$ cat src/rtl/surf_dout_pkg.sv
// Shared definitions for the SURF dout event transmitter and the TURFIO-side splicer:
// frame sizes, transmitter states, header start marker and test-pattern sample packing.
package surf_dout_pkg;

   localparam int NUM_BYTES = 12292;
   localparam int HDR_BYTES = 4;

   // Bit 7 of header byte 0 is the only marker the splicer hunts for.
   localparam logic [7:0] HDR_MARK = 8'h80;

   typedef enum logic [1:0] {
      IDLE = 2'd0,
      HDR  = 2'd1,
      DATA = 2'd2
   } tx_state_e;

   // Two 12-bit samples into three bytes; byte 0 of the group sits in [7:0].
   function automatic logic [23:0] pack_pair(input logic [11:0] a, input logic [11:0] b);
      return {b[11:4], b[3:0], a[11:8], a[7:0]};
   endfunction

endpackage

$ cat src/rtl/surf_trig_fifo.sv
// Trigger-time FIFO. Incoming pushes pass through one register stage, so a trigger
// is visible as non-empty two cycles after its strobe. A push into a full FIFO is dropped.
module surf_trig_fifo #(
   parameter int DEPTH = 16,
   parameter int WIDTH = 15
) (
   input  logic             clk,
   input  logic             rst_n,
   input  logic             wr_i,
   input  logic [WIDTH-1:0] wr_data_i,
   input  logic             rd_i,
   output logic [WIDTH-1:0] rd_data_o,
   output logic             full_o,
   output logic             empty_o,
   output logic             ovf_o
);

   localparam int AW = (DEPTH > 1) ? $clog2(DEPTH) : 1;
   localparam int CW = $clog2(DEPTH + 1);

   logic             wr_q, wr_d;
   logic [WIDTH-1:0] wr_data_q, wr_data_d;
   logic [AW-1:0]    wr_ptr_q, wr_ptr_d, rd_ptr_q, rd_ptr_d;
   logic [CW-1:0]    count_q, count_d;
   logic [WIDTH-1:0] mem_q [DEPTH];
   logic             do_wr, do_rd;

   assign full_o    = (count_q == CW'(DEPTH));
   assign empty_o   = (count_q == '0);
   assign rd_data_o = mem_q[rd_ptr_q];

   always_comb begin
      wr_d      = wr_i;
      wr_data_d = wr_data_i;
      do_rd     = rd_i && !empty_o;
      // A pop in the same cycle frees the slot, so a full FIFO still takes the push.
      do_wr     = wr_q && (!full_o || do_rd);
      ovf_o     = wr_q && !do_wr;
      wr_ptr_d  = wr_ptr_q;
      rd_ptr_d  = rd_ptr_q;
      count_d   = count_q;
      if (do_wr) wr_ptr_d = (wr_ptr_q == AW'(DEPTH - 1)) ? '0 : wr_ptr_q + AW'(1);
      if (do_rd) rd_ptr_d = (rd_ptr_q == AW'(DEPTH - 1)) ? '0 : rd_ptr_q + AW'(1);
      if (do_wr && !do_rd) count_d = count_q + CW'(1);
      else if (do_rd && !do_wr) count_d = count_q - CW'(1);
   end

   always_ff @(posedge clk or negedge rst_n) begin
      if (!rst_n) begin
         wr_q      <= 1'b0;
         wr_data_q <= '0;
         wr_ptr_q  <= '0;
         rd_ptr_q  <= '0;
         count_q   <= '0;
      end else begin
         wr_q      <= wr_d;
         wr_data_q <= wr_data_d;
         wr_ptr_q  <= wr_ptr_d;
         rd_ptr_q  <= rd_ptr_d;
         count_q   <= count_d;
      end
   end

   always_ff @(posedge clk) begin
      if (do_wr) mem_q[wr_ptr_q] <= wr_data_q;
   end

endmodule

$ cat src/rtl/surf_dout_tx.sv
// SURF dout event transmitter: 4-byte header plus sample bytes per trigger, one byte per byte_ce_i.
// Define SURF_DOUT_TX_TESTPAT_EN to replace readout samples with an internal 12-bit ramp.
module surf_dout_tx #(
   parameter int NUM_BYTES       = surf_dout_pkg::NUM_BYTES,
   parameter int HDR_BYTES       = surf_dout_pkg::HDR_BYTES,
   parameter int TRIG_FIFO_DEPTH = 16
) (
   input  logic        aclk,
   input  logic        aresetn,
   input  logic        trig_i,
   input  logic [14:0] trig_time_i,
   input  logic        byte_ce_i,
   input  logic [7:0]  s_data_tdata,
   input  logic        s_data_tvalid,
   output logic        s_data_tready,
   output logic [7:0]  m_dout_tdata,
   output logic        m_dout_tvalid,
   output logic [1:0]  err_o
);

   localparam logic [13:0] LAST_HDR  = 14'(HDR_BYTES - 1);
   localparam logic [13:0] LAST_BYTE = 14'(NUM_BYTES - 1);

   surf_dout_pkg::tx_state_e state_q, state_d;
   logic [13:0] byte_cnt_q, byte_cnt_d;
   logic [15:0] evcnt_q, evcnt_d, hdr_ev_q, hdr_ev_d;
   logic [7:0]  time_lo_q, time_lo_d;
   logic [7:0]  dout_q, dout_d;
   logic        dvalid_q, dvalid_d;
   logic [1:0]  err_q, err_d;

   logic        fifo_pop, fifo_empty, fifo_ovf, unused_fifo_full;
   logic [14:0] fifo_time;
   logic [7:0]  data_byte;
   logic        data_ok;

   surf_trig_fifo #(
      .DEPTH(TRIG_FIFO_DEPTH),
      .WIDTH(15)
   ) u_trig_fifo (
      .clk      (aclk),
      .rst_n    (aresetn),
      .wr_i     (trig_i),
      .wr_data_i(trig_time_i),
      .rd_i     (fifo_pop),
      .rd_data_o(fifo_time),
      .full_o   (unused_fifo_full),
      .empty_o  (fifo_empty),
      .ovf_o    (fifo_ovf)
   );

`ifdef SURF_DOUT_TX_TESTPAT_EN
   logic [11:0] samp_q, samp_d;
   logic [1:0]  ph_q, ph_d;
   logic [23:0] pair;
   logic        unused_sdata;

   assign unused_sdata  = ^{s_data_tdata, s_data_tvalid};
   assign pair          = surf_dout_pkg::pack_pair(samp_q, samp_q + 12'd1);
   assign data_ok       = 1'b1;
   assign s_data_tready = 1'b0;

   always_comb begin
      data_byte = pair[7:0];
      case (ph_q)
         2'd1:    data_byte = pair[15:8];
         2'd2:    data_byte = pair[23:16];
         default: data_byte = pair[7:0];
      endcase
      samp_d = samp_q;
      ph_d   = ph_q;
      // Ramp restarts at zero for every event; IDLE always precedes one.
      if (state_q == surf_dout_pkg::IDLE) begin
         samp_d = '0;
         ph_d   = '0;
      end else if (state_q == surf_dout_pkg::DATA && byte_ce_i) begin
         if (ph_q == 2'd2) begin
            ph_d   = '0;
            samp_d = samp_q + 12'd2;
         end else begin
            ph_d = ph_q + 2'd1;
         end
      end
   end

   always_ff @(posedge aclk or negedge aresetn) begin
      if (!aresetn) begin
         samp_q <= '0;
         ph_q   <= '0;
      end else begin
         samp_q <= samp_d;
         ph_q   <= ph_d;
      end
   end
`else
   assign data_byte     = s_data_tdata;
   assign data_ok       = s_data_tvalid;
   assign s_data_tready = (state_q == surf_dout_pkg::DATA) && byte_ce_i;
`endif

   always_comb begin
      state_d    = state_q;
      byte_cnt_d = byte_cnt_q;
      evcnt_d    = evcnt_q;
      hdr_ev_d   = hdr_ev_q;
      time_lo_d  = time_lo_q;
      dout_d     = 8'h00;
      dvalid_d   = 1'b0;
      err_d      = {err_q[1], err_q[0] | fifo_ovf};
      fifo_pop   = 1'b0;
      case (state_q)
         surf_dout_pkg::IDLE: begin
            if (byte_ce_i && !fifo_empty) begin
               fifo_pop   = 1'b1;
               dvalid_d   = 1'b1;
               dout_d     = surf_dout_pkg::HDR_MARK | {1'b0, fifo_time[14:8]};
               time_lo_d  = fifo_time[7:0];
               // The header carries the count before this event's increment.
               hdr_ev_d   = evcnt_q;
               evcnt_d    = evcnt_q + 16'd1;
               byte_cnt_d = 14'd1;
               state_d    = surf_dout_pkg::HDR;
            end
         end
         surf_dout_pkg::HDR: begin
            if (byte_ce_i) begin
               dvalid_d = 1'b1;
               case (byte_cnt_q[1:0])
                  2'd1:    dout_d = time_lo_q;
                  2'd2:    dout_d = hdr_ev_q[15:8];
                  default: dout_d = hdr_ev_q[7:0];
               endcase
               byte_cnt_d = byte_cnt_q + 14'd1;
               if (byte_cnt_q == LAST_HDR) state_d = surf_dout_pkg::DATA;
            end
         end
         surf_dout_pkg::DATA: begin
            if (byte_ce_i) begin
               dvalid_d = 1'b1;
               // Missing samples become zero so the frame length never changes.
               dout_d   = data_ok ? data_byte : 8'h00;
               if (!data_ok) err_d[1] = 1'b1;
               byte_cnt_d = byte_cnt_q + 14'd1;
               if (byte_cnt_q == LAST_BYTE) state_d = surf_dout_pkg::IDLE;
            end
         end
         default: state_d = surf_dout_pkg::IDLE;
      endcase
   end

   always_ff @(posedge aclk or negedge aresetn) begin
      if (!aresetn) begin
         state_q    <= surf_dout_pkg::IDLE;
         byte_cnt_q <= '0;
         evcnt_q    <= '0;
         hdr_ev_q   <= '0;
         time_lo_q  <= '0;
         dout_q     <= '0;
         dvalid_q   <= 1'b0;
         err_q      <= '0;
      end else begin
         state_q    <= state_d;
         byte_cnt_q <= byte_cnt_d;
         evcnt_q    <= evcnt_d;
         hdr_ev_q   <= hdr_ev_d;
         time_lo_q  <= time_lo_d;
         dout_q     <= dout_d;
         dvalid_q   <= dvalid_d;
         err_q      <= err_d;
      end
   end

   assign m_dout_tdata  = dout_q;
   assign m_dout_tvalid = dvalid_q;
   assign err_o         = err_q;

endmodule

$ cat config.mk
export PLATFORM = sky130hd
export DESIGN_NAME = surf_dout_tx
export DESIGN_NICKNAME = d
export VERILOG_FILES = /design/src/rtl/surf_dout_pkg.sv /design/src/rtl/surf_trig_fifo.sv /design/src/rtl/surf_dout_tx.sv
export SDC_FILE = /design/constraint.sdc
export NUM_CORES = 1
export LEC_CHECK = 0
export BUFFER_PORTS_ARGS = -buffer_cell sky130_fd_sc_hd__buf_2
export CORE_UTILIZATION = 55
export DETAILED_ROUTE_END_ITERATION = 10
export GPL_TIMING_DRIVEN = 0
export PLACE_DENSITY = 0.72
export SYNTH_ARGS = -nofsm -noshare
export SYNTH_HDL_FRONTEND = slang
export SYNTH_HIERARCHICAL = 1
export SYNTH_SLANG_ARGS = --single-unit
$ cat constraint.sdc
create_clock -name aclk -period 7 [get_ports aclk]
set_clock_uncertainty 0.15 [all_clocks]
set_input_delay 1.4 -clock aclk [delete_from_list [all_inputs] [get_ports aclk]]
set_output_delay 1.4 -clock aclk [all_outputs]
set_load 0.02 [all_outputs]
# Yosys cells after proc, flatten, opt, wreduce, memory -nomap -nowiden
# Memory sizes are Yosys's and may differ from the RTL's.
# Cells that the tools add are included.
# classes
eq_ne	15
n_mux	25
n_reduce_logical	21
addsub	6
bitwise_logic	2
# ops
op	count
2-to-1 mux 8 bit	4
2-to-1 mux 14 bit	2
one-hot mux 14 bit (2 select lines)	1
one-hot mux 8 bit (3 select lines)	1
adder 16 x 1 -> 16 bit, second input constant	1
one-hot mux 8 bit (2 select lines)	1
adder 14 x 1 -> 14 bit, second input constant	1
equality test 14 bit, second input constant	1
equality test 14 x 2 -> 1 bit, second input constant	1
2-to-1 mux 2 bit	5
2-to-1 mux 5 bit	2
adder 4 x 1 -> 4 bit, second input constant	2
equality test 4 bit, second input constant	2
2-to-1 mux 4 bit	2
!= test 2 bit, second input constant	4
logical AND 1 bit	7
one-hot mux 2 bit (3 select lines)	1
AND reduction 3 bit	2
adder 5 x 1 -> 5 bit, second input constant	1
equality test 5 bit, second input constant	1
zero test 5 bit	1
2-to-1 mux 1 bit	5
AND reduction 5 bit	1
subtractor 5 x 1 -> 5 bit, second input constant	1
12 further kinds	19
# word_totals
input_bits	28
regBits	96
out_inout_bits	12
mem_bits_rw	240
word_cells	84
n_memories	1
# mem_list
name	words	word_bits	rd	rd_clocked_by_memory_dff	wr	line	text
u_trig_fifo.mem_q	16	15	1	0	1	surf_trig_fifo.sv:25	logic [WIDTH-1:0] mem_q [DEPTH];

# Depth between registers and ports, before layout
# depth
ltp_word	12
ltp_mapped	15
ltp_nobuf	14

# Modules after synthesis
# The synthesis kept the hierarchy.
# modules_own_cells
module	cells_each	n_inst	area_each_um2	seq_area_each_um2
surf_trig_fifo	534	1	10689.0	7932.6
surf_dout_tx	337	1	3183.1	1676.6

# Worst setup path before layout
# Ideal clock, no wire load.
# synth_timing
kind	input to register
startpoint	input byte_ce_i
endpoint	register u_trig_fifo.count_q[4]
setup_time_ps	80
cell_stages	14
arrival_time_ps	3801
setup_slack_ps	2969
t_required_ps	6770
path_buffers	2
cell_sequence	clkbuf_1 > nand3b_1 > clkinv_1 > clkbuf_1 > nand3b_1 > nand2_1 > inv_2 > ha_1 > inv_1 > ha_1 > a21o_1 > a21oi_1 > mux2i_1 > xnor2_1
# synth_via
elab_chain_len	9
word_cells_on_any_way	12
classes_between	3 x mux; 9 x reduce/logical
# synth_rtl
element	line	text
from (decl)	surf_dout_tx.sv:12	input logic byte_ce_i,
logical AND 1 bit *	surf_dout_tx.sv:113	if (byte_ce_i && !fifo_empty) begin
2-to-1 mux 1 bit *	surf_dout_tx.sv:113	
2-to-1 mux 1 bit *	surf_dout_tx.sv:111	case (state_q)
via fifo_pop	surf_dout_tx.sv:32	logic fifo_pop, fifo_empty, fifo_ovf, unused_fifo_full;
logical AND 1 bit *	surf_trig_fifo.sv:35	do_rd = rd_i && !empty_o;
logical OR 1 bit *	surf_trig_fifo.sv:37	do_wr = wr_q && (!full_o || do_rd);
logical AND 1 bit *	surf_trig_fifo.sv:37	
via u_trig_fifo.do_wr	surf_trig_fifo.sv:26	logic do_wr, do_rd;
zero test 1 bit	surf_trig_fifo.sv:45	else if (do_rd && !do_wr) count_d = count_q - CW'(1);
logical AND 1 bit	surf_trig_fifo.sv:45	
nonzero test 2 bit (no source line)	--	
to (signal assigned)	surf_trig_fifo.sv:60	count_q <= count_d;
to (decl)	surf_trig_fifo.sv:24	logic [CW-1:0] count_q, count_d;
# The timed path passes the listed nets; every way through them passes the cells marked *.
# A chain may end at the register's enable or synchronous reset.

# Worst setup path after layout
# layout_timing
startpoint	register u_trig_fifo.count_q[1]
endpoint	register u_trig_fifo.count_q[4]
# layout_via
elab_chain_len	11
word_cells_on_any_way	19
classes_between	2 x add/sub; 1 x eq/ne; 4 x mux; 12 x reduce/logical
# layout_rtl
element	line	text
zero test 5 bit *	surf_trig_fifo.sv:29	assign empty_o = (count_q == '0);
via fifo_empty	surf_dout_tx.sv:32	
zero test 1 bit *	surf_dout_tx.sv:113	
logical AND 1 bit *	surf_dout_tx.sv:113	
2-to-1 mux 1 bit *	surf_dout_tx.sv:113	
2-to-1 mux 1 bit *	surf_dout_tx.sv:111	
via fifo_pop	surf_dout_tx.sv:32	
logical AND 1 bit *	surf_trig_fifo.sv:35	
logical OR 1 bit *	surf_trig_fifo.sv:37	
logical AND 1 bit *	surf_trig_fifo.sv:37	
via u_trig_fifo.do_wr	surf_trig_fifo.sv:26	
zero test 1 bit	surf_trig_fifo.sv:45	
logical AND 1 bit	surf_trig_fifo.sv:45	
nonzero test 2 bit (no source line)	--	
# The timed path passes the listed nets; every way through them passes the cells marked *. The select of a mux whose other input is x is not followed.

==> impl_metrics.env <==
export IMPL_status="finished, final reports clean"
export IMPL_setup_ws_ns=2.50
export IMPL_slew_headroom_pct=31.0
export IMPL_crit_required_ns=7.28
export IMPL_finalWirelength_mm=27.9
export IMPL_cp_start_kind="flop"
export IMPL_fin_crit_sh_pct=64.3
export IMPL_cts_tree="built"
export IMPL_p_leak_nw=5.90
export IMPL_setup_viol=0
export IMPL_postCtsSetupRepairBufs=0
export IMPL_hold_depth=1
export IMPL_min_period_ns=4.50
export IMPL_timing_setup_critical_path_class="flop to flop"
export IMPL_end_kind="flop"
export IMPL_hpwl_mm=17.9
export IMPL_grt_pass1_vias=7641
export IMPL_synthToLayoutAreaGrowth_pct=12.8
export IMPL_powerDensity_nw_per_um2=403
export IMPL_cap_violations=0
export IMPL_worstPathMaxFanout=11
export IMPL_grt_max_degree=60
export IMPL_reg2regPathDepth=15
export IMPL_wl_per_cell_um=21.5
export IMPL_yosys_warnings=6
export IMPL_die_y_um=161
export IMPL_cts_buffers=35
export IMPL_tightest_slew_ns=1.04
export IMPL_final_hold_violation_count=0
export IMPL_fin_nets=994
export IMPL_rsz0062_at_grt="false"
export IMPL_cts_sinks=336
export IMPL_ant_nets=0
export IMPL_r2r_end="u_trig_fifo/count_q[4]$_DFFE_PN0P_"
export IMPL_fp_dieW_um=161
export IMPL_h_tree_depth=2
export IMPL_hold_start="err_o[1]$_DFFE_PN0P_"
export IMPL_port_buffers=39
export IMPL_grtUsageTotal_pct=22.8
export IMPL_start_util_pct=56.5
export IMPL_clkSlewWorstSetupHoldPaths_ns=0.06
export IMPL_die_area_um2=25900
export IMPL_coreArea_um2=24500
export IMPL_antenna_found_initial=0
export IMPL_arrival_ns=4.78
export IMPL_syn_area_per_cell_um2=15.9
export IMPL_overflow=0
export IMPL_routed_via_density=5.83
export IMPL_tns_ns=0
export IMPL_drv_slew=0
export IMPL_cts_hold_buf=0
export IMPL_drive_above_1_share_pct=19.5
export IMPL_holdPathEnd="err_o[1]$_DFFE_PN0P_"
export IMPL_rr_startpoint="u_trig_fifo/count_q[1]$_DFFE_PN0P_"
export IMPL_place_ws_ns=2.08
export IMPL_rrSetupSlack_ns=2.50
export IMPL_netlist_instances=870
export IMPL_peakVddDrop_uv=252
export IMPL_firstDrtPassIters=6
export IMPL_diodes=0
export IMPL_cts_buffer_depth=3
export IMPL_drt_iter0_markers=774
export IMPL_hold_path_class="flop to flop"
export IMPL_gp_congestion=0.852
export IMPL_drc_errors=0
export IMPL_syn_nets=917
export IMPL_max_freq_ghz=0.222
export IMPL_clkLatencyLatePin_ns=0.52
export IMPL_post_cts_resized=0
export IMPL_clockRootBuffer="clkbuf_16"
export IMPL_dr_total_vias=7568
export IMPL_io_pins=40
export IMPL_fp_row_count=57
export IMPL_grt_pass1_wl_mm=44.4
export IMPL_syn_area_um2=13900
-- where the power goes --
part           internal [W]  switching (W)  leakage, nW
clock network       0.00108       0.000738        0.554
logic              0.000803        0.00109         1.94
registers           0.00242       0.000172         3.40
-- cell type report --
cell class                 instances  area (um2)
multi-input combinational        461        3870
tap                              324         405
timing repair buffer              40         225
inverter                          34         128
sequential                       336        9610
clock buffer                      43         947
buffer                            39         254
clock inverter                    21         190
fill                            1781        8900
-- worst max-delay path by stage --
stage / endpoint / cells after the start / slack [ns] / from
6_report: u_trig_fifo/count_q[4]$_DFFE_PN0P_ / 15 / 2.50 / u_trig_fifo/count_q[1]$_DFFE_PN0P_
5_1_grt: u_trig_fifo/count_q[4]$_DFFE_PN0P_ / 15 / 2.21 / u_trig_fifo/count_q[0]$_DFFE_PN0P_
4_1_cts: u_trig_fifo/count_q[4]$_DFFE_PN0P_ / 15 / 2.48 / u_trig_fifo/count_q[1]$_DFFE_PN0P_
3_5_place_dp: u_trig_fifo/count_q[4]$_DFFE_PN0P_ / 15 / 2.08 / byte_ce_i
3_3_place_gp: u_trig_fifo/count_q[4]$_DFFE_PN0P_ / 15 / 2.12 / byte_ce_i
2_1_floorplan: u_trig_fifo/count_q[4]$_DFFE_PN0P_ / 14 / 2.97 / byte_ce_i
-- registers in the layout, indices dropped and copies added (netlist names) --
register               flops
byte_cnt_q                14
err_o                      2
evcnt_q                   16
hdr_ev_q                  16
m_dout_tdata               8
m_dout_tvalid              1
state_q                    2
time_lo_q                  8
u_trig_fifo/count_q        5
u_trig_fifo/mem_q        240
u_trig_fifo/rd_ptr_q       4
u_trig_fifo/wr_data_q     15
u_trig_fifo/wr_ptr_q       4
u_trig_fifo/wr_q           1
-- per-stage QoR --
step / cells / power (W) / cell area, um2 / hold slack [ns] / util (%)
floorplan: 870 / 0.00394 / 13900 / 0.295 / -
global placement: 1233 / 0.00447 / 14500 / 0.287 / 59.0
detailed placement: 1234 / 0.00451 / 14500 / 0.294 / 59.1
CTS: 1298 / 0.00633 / 15600 / 0.307 / 63.7
global route: 1298 / 0.00660 / 15600 / 0.328 / 63.7
finish: 1298 / 0.00630 / 15600 / 0.301 / 63.7
-- per-layer routing --
metal,part of all wire (%),routed length (um),GRT usage (%)
met5,0,0,0
met4,2.2,612,7.03
met3,4.9,1370,3.31
met2,48,13400,36.3
met1,45,12600,33.0
-- cell usage in the layout, fill, tap and decap left out, drive strengths merged, types with 18 or more instances in the layout --
cell type / n
mux2: 30
edfxtp: 240
mux4: 45
ha: 18
dfrtp: 96
xnor2: 21
inv: 33
nand2: 111
nor2: 24
clkbuf: 58
buf: 64
o21ai: 35
-- worst max-delay path: stages (launching register included) --
cell      delay (ns)
dfrtp_1         0.42
or4_1           0.57
nor2_1          0.37
nand3b_1        0.23
clkinv_1        0.25
clkbuf_1        0.36
nand3b_1        0.30
nand2_1         0.19
inv_2           0.11
ha_1            0.26
inv_1           0.15
ha_1            0.26
a21o_1          0.18
a21oi_1         0.18
mux2i_1         0.26
xnor2_1         0.15
Power figures use the tool's default switching activity.
